`src/rtl/q_learn_pkg.sv`:
```
// Shared definitions for the Q-learning datapath (max-Q comparator and the
// Q update stage).
//   DW   : Q-value / reward width. Q8.8. Q values are unsigned, rewards are
//          two's complement.
//   FRAC : fractional bits of Q, reward and coefficients.
//   CW   : alpha / gamma width. Unsigned Q0.8.
//   AW   : Q-table address (state-action index) width.
//   sat_u: clamps a signed DW+3 bit value into the unsigned DW range.
package q_learn_pkg;

    localparam int DW   = 16;
    localparam int FRAC = 8;
    localparam int CW   = 8;
    localparam int AW   = 8;

    // Sign bit set: negative, clamp to 0. Any bit above DW-1 set: too big,
    // clamp to all ones. Otherwise the low DW bits are the value.
    function automatic logic [DW-1:0] sat_u(input logic signed [DW+2:0] v);
        if (v[DW+2])
            return '0;
        else if (|v[DW+1:DW])
            return '1;
        else
            return v[DW-1:0];
    endfunction

endpackage

```
`src/rtl/q_fwd_unit.sv`:
```
// Read-after-write forwarding for the Q update stage.
// The Q-table write commits at the end of the out_valid cycle, so a q_cur
// read 1 or 2 cycles after a same-address transaction is stale. This unit
// replaces it with the newest in-flight result.
//   clk_i, rst_i  : clock, synchronous active-high reset
//   out_valid_i   : output register valid (newest result)
//   out_addr_i    : output register address
//   q_new_i       : output register value
//   r1_addr_i     : address of the transaction in stage 2
//   r1_q_i        : q_cur sampled with that transaction
//   q_eff_o       : value stage 2 should use as Q(s,a)
module q_fwd_unit
    import q_learn_pkg::*;
(
    input  logic          clk_i,
    input  logic          rst_i,
    input  logic          out_valid_i,
    input  logic [AW-1:0] out_addr_i,
    input  logic [DW-1:0] q_new_i,
    input  logic [AW-1:0] r1_addr_i,
    input  logic [DW-1:0] r1_q_i,
    output logic [DW-1:0] q_eff_o
);

    // Hold register: a copy of the previous cycle's output registers. It
    // ages every cycle, so an idle output cycle invalidates it.
    logic          hold_vld_q;
    logic [AW-1:0] hold_addr_q;
    logic [DW-1:0] hold_q_q;

    always_ff @(posedge clk_i) begin
        if (rst_i) begin
            hold_vld_q  <= 1'b0;
            hold_addr_q <= '0;
            hold_q_q    <= '0;
        end else begin
            hold_vld_q  <= out_valid_i;
            hold_addr_q <= out_addr_i;
            hold_q_q    <= q_new_i;
        end
    end

    logic hit_out;
    logic hit_hold;

    assign hit_out  = out_valid_i && (out_addr_i == r1_addr_i);
    assign hit_hold = hold_vld_q && (hold_addr_q == r1_addr_i);

    // Output registers are newer than the hold register, so they win.
    always_comb begin
        q_eff_o = r1_q_i;
        if (hit_out)
            q_eff_o = q_new_i;
        else if (hit_hold)
            q_eff_o = hold_q_q;
    end

endmodule

```
`src/rtl/q_update.sv`:
```
// Q-learning update stage, downstream of the max-Q comparator.
//   Q_new = Q + alpha*(r + gamma*maxQ - Q), Q8.8 fixed point, clamped to the
//   unsigned DW range. Two-stage pipeline, one transaction per cycle, no
//   backpressure; in_valid at t gives out_valid at t+2.
// Ports:
//   clk, rst   : clock, synchronous active-high reset (drops in-flight work)
//   in_valid   : transaction present
//   in_addr    : Q-table address being updated
//   q_cur      : current Q(s,a), unsigned
//   max_q      : max_a' Q(s',a'), unsigned
//   reward     : signed reward
//   alpha      : learning rate, Q0.8
//   gamma      : discount factor, Q0.8
//   out_valid  : Q-table write enable
//   out_addr   : write address
//   q_new      : updated Q value
//   sat        : q_new was clamped
module q_update
    import q_learn_pkg::*;
(
    input  logic          clk,
    input  logic          rst,
    input  logic          in_valid,
    input  logic [AW-1:0] in_addr,
    input  logic [DW-1:0] q_cur,
    input  logic [DW-1:0] max_q,
    input  logic [DW-1:0] reward,
    input  logic [CW-1:0] alpha,
    input  logic [CW-1:0] gamma,
    output logic          out_valid,
    output logic [AW-1:0] out_addr,
    output logic [DW-1:0] q_new,
    output logic          sat
);

    localparam int GW  = DW + CW;     // gamma*max_q product
    localparam int TDW = DW + 2;      // temporal difference
    localparam int PW  = DW + CW + 2; // alpha*td product
    localparam int SW  = DW + 3;      // q_eff + delta

    // ---------------- S1: discounted max-Q ----------------
    logic [GW-1:0] gm_prod;
    logic [DW-1:0] t_d;

    assign gm_prod = {{DW{1'b0}}, gamma} * {{CW{1'b0}}, max_q};
    assign t_d     = DW'(gm_prod >> FRAC);

    logic          r1_vld_q;
    logic [AW-1:0] r1_addr_q;
    logic [DW-1:0] r1_t_q;
    logic [DW-1:0] r1_rew_q;
    logic [DW-1:0] r1_q_q;
    logic [CW-1:0] r1_alpha_q;

    always_ff @(posedge clk) begin
        if (rst) begin
            r1_vld_q   <= 1'b0;
            r1_addr_q  <= '0;
            r1_t_q     <= '0;
            r1_rew_q   <= '0;
            r1_q_q     <= '0;
            r1_alpha_q <= '0;
        end else begin
            r1_vld_q <= in_valid;
            if (in_valid) begin
                r1_addr_q  <= in_addr;
                r1_t_q     <= t_d;
                r1_rew_q   <= reward;
                r1_q_q     <= q_cur;
                r1_alpha_q <= alpha;
            end
        end
    end

    // ---------------- S2: TD error, scale, clamp ----------------
    logic          out_vld_q;
    logic [AW-1:0] out_addr_q;
    logic [DW-1:0] q_new_q;
    logic          sat_q;
    logic [DW-1:0] q_eff;

    q_fwd_unit u_fwd (
        .clk_i       (clk),
        .rst_i       (rst),
        .out_valid_i (out_vld_q),
        .out_addr_i  (out_addr_q),
        .q_new_i     (q_new_q),
        .r1_addr_i   (r1_addr_q),
        .r1_q_i      (r1_q_q),
        .q_eff_o     (q_eff)
    );

    logic signed [TDW-1:0] td;
    logic signed [PW-1:0]  prod;
    logic signed [TDW-1:0] delta;
    logic signed [SW-1:0]  sum;
    logic [DW-1:0]         q_new_d;
    logic                  sat_d;

    // td range is about +/-98k, fits DW+2 signed; alpha*td fits DW+CW+2.
    assign td    = $signed({{2{r1_rew_q[DW-1]}}, r1_rew_q})
                 + $signed({2'b00, r1_t_q})
                 - $signed({2'b00, q_eff});
    assign prod  = $signed({{(PW-CW){1'b0}}, r1_alpha_q})
                 * $signed({{(PW-TDW){td[TDW-1]}}, td});
    // Arithmetic shift floors toward minus infinity.
    assign delta = TDW'(prod >>> FRAC);
    assign sum   = $signed({3'b000, q_eff}) + $signed({delta[TDW-1], delta});

    assign q_new_d = sat_u(sum);
    assign sat_d   = sum[SW-1] | (|sum[SW-2:DW]);

    // q_new, out_addr and sat hold their last values on idle cycles.
    always_ff @(posedge clk) begin
        if (rst) begin
            out_vld_q  <= 1'b0;
            out_addr_q <= '0;
            q_new_q    <= '0;
            sat_q      <= 1'b0;
        end else begin
            out_vld_q <= r1_vld_q;
            if (r1_vld_q) begin
                out_addr_q <= r1_addr_q;
                q_new_q    <= q_new_d;
                sat_q      <= sat_d;
            end
        end
    end

    assign out_valid = out_vld_q;
    assign out_addr  = out_addr_q;
    assign q_new     = q_new_q;
    assign sat       = sat_q;

endmodule

```
`config.mk`:
```
export PLATFORM = sky130hd
export DESIGN_NAME = q_update
export DESIGN_NICKNAME = d
export VERILOG_FILES = /design/src/rtl/q_learn_pkg.sv /design/src/rtl/q_fwd_unit.sv /design/src/rtl/q_update.sv
export SDC_FILE = /design/constraint.sdc
export NUM_CORES = 1
export LEC_CHECK = 0
export CAP_MARGIN = 0
export CORE_MARGIN = 10
export CORE_UTILIZATION = 44
export CTS_CLUSTER_DIAMETER = 100
export DETAILED_ROUTE_END_ITERATION = 16
export HOLD_SLACK_MARGIN = 0.02
export MAX_ROUTING_LAYER = met4
export PLACE_DENSITY = 0.62
export SKIP_LAST_GASP = 1
export SYNTH_ARGS = -nofsm -noshare
export SYNTH_HDL_FRONTEND = slang
export SYNTH_HIERARCHICAL = 1
export SYNTH_SLANG_ARGS = --single-unit
```
`constraint.sdc`:
```
create_clock -name clk -period 10.25 [get_ports clk]
set_clock_uncertainty 0.2 [all_clocks]
set_input_delay 2.05 -clock clk [delete_from_list [all_inputs] [get_ports clk]]
set_output_delay 2.05 -clock clk [all_outputs]
set_load 0.01 [all_outputs]
```
==> results of run 1 <==
worst paths after layout:
kind	depth (start not counted)	startpoint	slack [ns]	to
min	2	r1_t_q[5]	0.29	r1_t_q[5]
max reg2reg	40	r1_addr_q[1]	0.21	q_new[15]
min reg2reg	2	r1_t_q[5]	0.29	r1_t_q[5]
max	40	r1_addr_q[1]	0.21	q_new[15]
synth_stat cells (3+ instances only):
| library cell | number | share of area |
|---|---|---|
| a211oi_1 | 13 | 0.0065 |
| a21boi_1 | 3 | 0.0015 |
| a21o_1 | 20 | 0.0099 |
| a21oi_1 | 44 | 0.015 |
| a311oi_1 | 3 | 0.0017 |
| a31oi_1 | 18 | 0.0075 |
| and2_1 | 121 | 0.050 |
| and3_1 | 11 | 0.0046 |
| buf_2 | 6 | 0.0020 |
| clkbuf_1 | 51 | 0.013 |
| dfxtp_1 | 116 | 0.15 |
| fa_1 | 211 | 0.28 |
| ha_1 | 123 | 0.10 |
| inv_1 | 281 | 0.070 |
| mux2i_1 | 66 | 0.044 |
| nand2_1 | 166 | 0.041 |
| nand2b_1 | 6 | 0.0025 |
| nand3_1 | 19 | 0.0063 |
| nand4_1 | 22 | 0.0091 |
| nor2_1 | 114 | 0.028 |
| nor2b_1 | 40 | 0.017 |
| nor3_1 | 16 | 0.0053 |
| nor4_1 | 18 | 0.0075 |
| o211ai_1 | 12 | 0.0060 |
| o21a_1 | 9 | 0.0045 |
| o21ai_0 | 21 | 0.0070 |
| o21ai_1 | 6 | 0.0020 |
| o21ai_2 | 3 | 0.0017 |
| o21bai_1 | 8 | 0.0040 |
| o22ai_1 | 4 | 0.0017 |
| o31ai_1 | 26 | 0.013 |
| o32ai_1 | 3 | 0.0017 |
| or2_2 | 6 | 0.0025 |
| or3_1 | 6 | 0.0025 |
| xnor2_1 | 57 | 0.033 |
| xor2_1 | 15 | 0.0087 |
timing repair:
action / CTS / global route
gates cloned: 0 / 2
gates resized for setup: 8 / 150
pin swaps: 1 / 68
endpoints found under the setup margin: 12 / 17
hold buffers: 0 / 0
buffers inserted: 0 / 27
per-layer routing:
layer	global-route usage	vias up	part of all wire
li1	-	5822	-
met1	0.275	6157	0.47
met2	0.322	301	0.47
met3	0.0263	33	0.045
met4	0.0347	0	0.011
met5	-	-	0
logic make-up after synthesis:
| kind of cell | count (synthesis) | share of synthesized area |
|---|---|---|
| fa+ha+maj | 334 | 0.382 |
| compound gates | 221 | 0.104 |
| simple gates | 558 | 0.185 |
| mux | 66 | 0.0438 |
| flops | 116 | 0.154 |
| buf+inv | 345 | 0.0886 |
| xor+xnor | 73 | 0.0429 |
state kept, by name, summed over array words and instances, names as in the netlist:
name and flops:
q_new 16, u_fwd/hold_q_q 16, r1_t_q 16, r1_vld_q 1, out_valid 1, u_fwd/hold_addr_q 8
r1_alpha_q 8, out_addr 8, sat 1, u_fwd/hold_vld_q 1, r1_addr_q 8, r1_rew_q 16
r1_q_q 16
layout make-up:
cell class              instances  share of cell area
inverters                     281              0.0574
clock buffers                  18              0.0233
well taps                     448              0.0304
multi-input cells            1252               0.659
repair buffers                183              0.0917
flip-flops and latches        116               0.128
clock inverters                14             0.00965
critical path, delay by kind of cell (launching register included):
kind            cells  cell delay [ns]
compound gates     17             3.41
xor+xnor            3             0.43
fa+ha+maj           8             3.25
buf+inv             5             0.65
flops               1             0.37
simple gates        7             1.56
metrics by stage:
| step | hold slack [ns] | worst slack [ns] | cell area (µm²) |
|---|---|---|---|
| floorplan | 0.260 | 0.169 | 15100 |
| global placement | 0.275 | 0.0663 | 16800 |
| detailed placement | 0.276 | -0.0983 | 16800 |
| CTS | 0.286 | 0.0294 | 17400 |
| global route | 0.305 | -0.155 | 18400 |
| finish | 0.286 | 0.206 | 18400 |
==> run_results.csv, run 1 <==
group,metric,value,unit
run_status,outcome,"finished clean",
critical_path,crit_slowest_cell,"fa_1",
cts,worstSkewPairLatency,0.43,ns
global_route,grt_pass1_wl,66200,µm
floorplanning,start_util,0.448,
final_layout,nFillCells,3100,
sta,max_freq,99.6,MHz
global_route,grt_max_degree,78,
sta,fin_crit_sh,0.980,
synthesis,synth_flop_cell,"dfxtp_1",
synthesis,synth-edff-count,0,
critical_path,crit_path_end_kind,"flip-flop",
critical_path,crit_top_cell,"fa_1",
drt,vias_per_cell,5.33,
synthesis,ys_ff_latch,116,
sta,setup_viol,0,
drt,via_count,12300,
final_layout,multi_input_comb_area,12100,µm²
critical_path,critPathKind,"flip-flop to flip-flop",
cts,clockRootBuffer,"clkbuf_16",
run,maxCapViolations,0,
floorplanning,die_y,205,µm
global_route,first_global_vias,12600,
final_layout,seq_area,2360,µm²
synthesis,ys_types,75,
placement,place_congestion,0.917,
drt,drt_iter0_markers,778,
final_layout,num_antenna_cells,0,
floorplanning,die_width,205,µm
floorplanning,io_pins,101,
cts,cts.sinks,116,
sta,slew_headroom,0.412,
cts,path_clk_slew,0.06,ns
sta,worstMarginPinSlew,0.880,ns
cts,clockBufferDepth,2,
floorplanning,core-area,33700,µm²
cts,cts_buffers,17,
drt,ant_nets,0,
synthesis,postSynthAreaPerCell,8.81,µm²
sta,hold_viol,0,
synthesis,synth_fp_nets,2122,
synthesis,yosys_warnings,6,
final_layout,drive_gt1_frac,0.141,
critical_path,crit_required,10.34,ns
cts,htree_levels,4,
placement,place_hpwl,32500,µm
final_layout,mostFrequentLayoutCells,"278 x inv_1, 206 x fa_1, 162 x nand2_1",
cts,cts_tree,"yes",
synthesis,ys_seq_area_frac,0.154,
final_layout,layout.cells.non_filler,2312,
placement,dp.cells,2251,
global_route,grtUsageTotal,0.203,
critical_path,cp_max_fo,6,
final_layout,areaGrowthSynthToFinish,22.0,%
synthesis,synthCells,1713,
placement,port_buffers,100,
synthesis,syn-cell-area,15100,µm²
drt,routed_wl,41500,µm
global_route,overflow,0,
final_layout,fin_util,0.546,
critical_path,critPathArrivalTime,10.14,ns
final_layout,final_common_cell,"inv_1",
critical_path,slowest_delay,0.55,ns
drt,wl_per_cell,17.9,µm
sta,finalMaxSlewViolations,0,
drt,drt_pass1_iterations,5,
global_route,antenna_found_initial,0,
sta,period_needed,10.04,ns
final_layout,nets,2260,
drt,drc,0,
floorplanning,die_area,42100,µm²
synthesis,ys_async_sr_fraction,0,
critical_path,startpoint_type,"flip-flop",
sta,rsz0062_at_grt,"yes",
floorplanning,rows,67,
sta,final.setup.tns,0,ns
min_path,min_path_type,"flip-flop to flip-flop",
Power of run 1 is left out: the tool's default activity adds up to more than one toggle a clock period on the data nets, which glitch-free logic cannot reach.
==> inputs of run 2 (changes only) <==
GPL_TIMING_DRIVEN = 0   (was not set)
==> run 2 against run 1 <==
Compared with the run above:
- sequential share of layout area shrank 0.47 points
- wire length rose by 5.9%
- count of clock-buffer cells in the layout down 1
- worst setup slack worse by 0.20 ns
- critical path type unchanged
- flip-flop and latch count unchanged
- core utilization increased by 1.8 points
- via count grew 3.2%
- critical path depth rose by 1
- first-iteration DRC count increased by 2.3%
- register-to-register slack worse by 0.20 ns
==> run_results.csv, run 2 (same netlist as run 1, synthesis figures left out) <==
group,metric,value,unit
drt,wl_per_cell,18.6,µm
critical_path,critical_path_buf_inv_count,8,
floorplanning,die_area,42100,µm²
global_route,overflow,0,
global_route,use_met2,0.346,
placement,dp_slack,-1.68,ns
final_layout,drive_gt1_frac,0.156,
sta,slew_headroom,0.248,
placement,place_congestion,0.877,
critical_path,cp_max_fo,7,
sta,period_needed,10.24,ns
cts,holdBufCountCts,0,
floorplanning,die_y,205,µm
critical_path,crit_required,10.36,ns
global_route,busiest_layer,"met2",
drt,drt_pass1_iterations,5,
cts,clockBufferDepth,2,
drt,via_count,12700,
sta,holdWs,0.289,ns
drt,vias_per_cell,5.38,
critical_path,reg2reg_to,"q_new[9]",
cts,cts.sinks,116,
critical_path,path_delay_family,"compound AO/OA/AOI/OAI gates",
critical_path,crit_start,"r1_addr_q[5]",
sta,fin_ws,0.00776,ns
sta,max_freq,97.6,MHz
critical_path,crit_slowest_cell,"fa_2",
cts,cts_buffers,17,
critical_path,r2r_setup_slack,0.008,ns
sta,hold_viol,0,
sta,worstMarginPinSlew,1.13,ns
critical_path,critPathKind,"flip-flop to flip-flop",
drt,ant_nets,0,
sta,finalMaxSlewViolations,0,
floorplanning,core-area,33700,µm²
global_route,grt_use_met3,0.0343,
sta,setup_viol,0,
final_layout,final_common_cell,"inv_1",
global_route,grt_pass1_wl,69600,µm
global_route,first_global_vias,13200,
cts,worstSkewPairLatency,0.43,ns
drt,drt_iter0_markers,796,
critical_path,r2r-start,"r1_addr_q[5]",
critical_path,critPathArrivalTime,10.35,ns
floorplanning,die_width,205,µm
global_route,antenna_found_initial,3,
global_route,grt_util_met1,0.278,
sta,rsz0062_at_grt,"yes",
critical_path,r2r_cells,41,
floorplanning,io_pins,101,
sta,fin_crit_sh,0.999,
final_layout,nets,2306,
run_status,outcome,"finished clean",
global_route,grt_max_degree,17,
floorplanning,start_util,0.448,
placement,port_buffers,98,
critical_path,crit_end,"q_new[9]",
drt,routed_wl,43900,µm
critical_path,crit_path_end_kind,"flip-flop",
run,maxCapViolations,0,
min_path,min_path_type,"flip-flop to flip-flop",
placement,place_hpwl,34000,µm
critical_path,startpoint_type,"flip-flop",
floorplanning,rows,67,
final_layout,areaGrowthSynthToFinish,25.9,%
global_route,grtUsageTotal,0.215,
final_layout,mostFrequentLayoutCells,"277 x inv_1, 206 x fa_1, 161 x nand2_1",
cts,htree_levels,4,
cts,cts_tree,"yes",
critical_path,worst-path-stages,41,
critical_path,slowest_delay,0.60,ns
cts,clockRootBuffer,"clkbuf_16",
drt,drc,0,
cts,path_clk_slew,0.06,ns
==> run 2: cell type report <==
class / count / area (µm²)
repair buffers: 166 / 1540
flip-flops and latches: 116 / 2350
well taps: 448 / 561
plain buffers: 61 / 289
diodes: 2 / 5.00
fillers: 3010 / 14700
inverters: 281 / 1050
clock buffers: 17 / 425
clock inverters: 15 / 219
multi-input cells: 1254 / 12600
==> run 2: worst reg2reg max path: cells and delay by family, from the launching register on <==
kind / cells / cell delay (ns)
AO/OA/AOI/OAI: 18 / 3.43
adder cells (fa/ha/maj): 8 / 3.27
flip-flops: 1 / 0.38
AND/OR/NAND/NOR: 4 / 1.15
buffers and inverters: 8 / 1.03
XOR/XNOR: 3 / 0.64
==> run 2: worst min-delay path by stage <==
stage | start | endpoint | cells past startpoint
final | r1_t_q[5] | r1_t_q[5] | 2
after global routing | r1_t_q[13] | r1_t_q[13] | 2
after CTS | r1_t_q[5] | r1_t_q[5] | 2
after detailed placement | r1_t_q[5] | r1_t_q[5] | 2
after global placement | r1_rew_q[8] | r1_rew_q[8] | 2
after floorplan | r1_t_q[5] | r1_t_q[5] | 2
==> run 2: routing by layer <==
layer,vias up,share of wire
met2,392,0.48
met5,-,0
li1,5922,-
met4,0,0.019
met3,47,0.050
met1,6345,0.45
==> run 2: timing repair <==
action / 4_1_cts / 5_1_grt
setup buffers: 33 / 33
cloned: 1 / 3
gates resized for setup: 86 / 145
pin swaps: 35 / 90
endpoints found under the setup margin: 17 / 17
==> run 2: per-stage QoR <==
stage	std cells	setup TNS, ns	util	area (µm²)
2_1_floorplan	1713	0	-	15100
3_3_place_gp	2259	-24.80	0.494	16600
3_5_place_dp	2259	-27.27	0.494	16600
4_1_cts	2323	0	0.533	18000
5_1_grt	2360	-4.65	0.564	19000
6_report	2360	0	0.564	19000
Power of run 2 is left out for the same reason.
==> inputs of run 3 (changes only) <==
CTS_CLUSTER_DIAMETER = not set   (was 100)
GPL_TIMING_DRIVEN = not set   (was 0)
==> results of run 3 <==
No change in the layout: final DEF, timing and power equal those of run 1.
Power of run 3 is left out for the same reason.
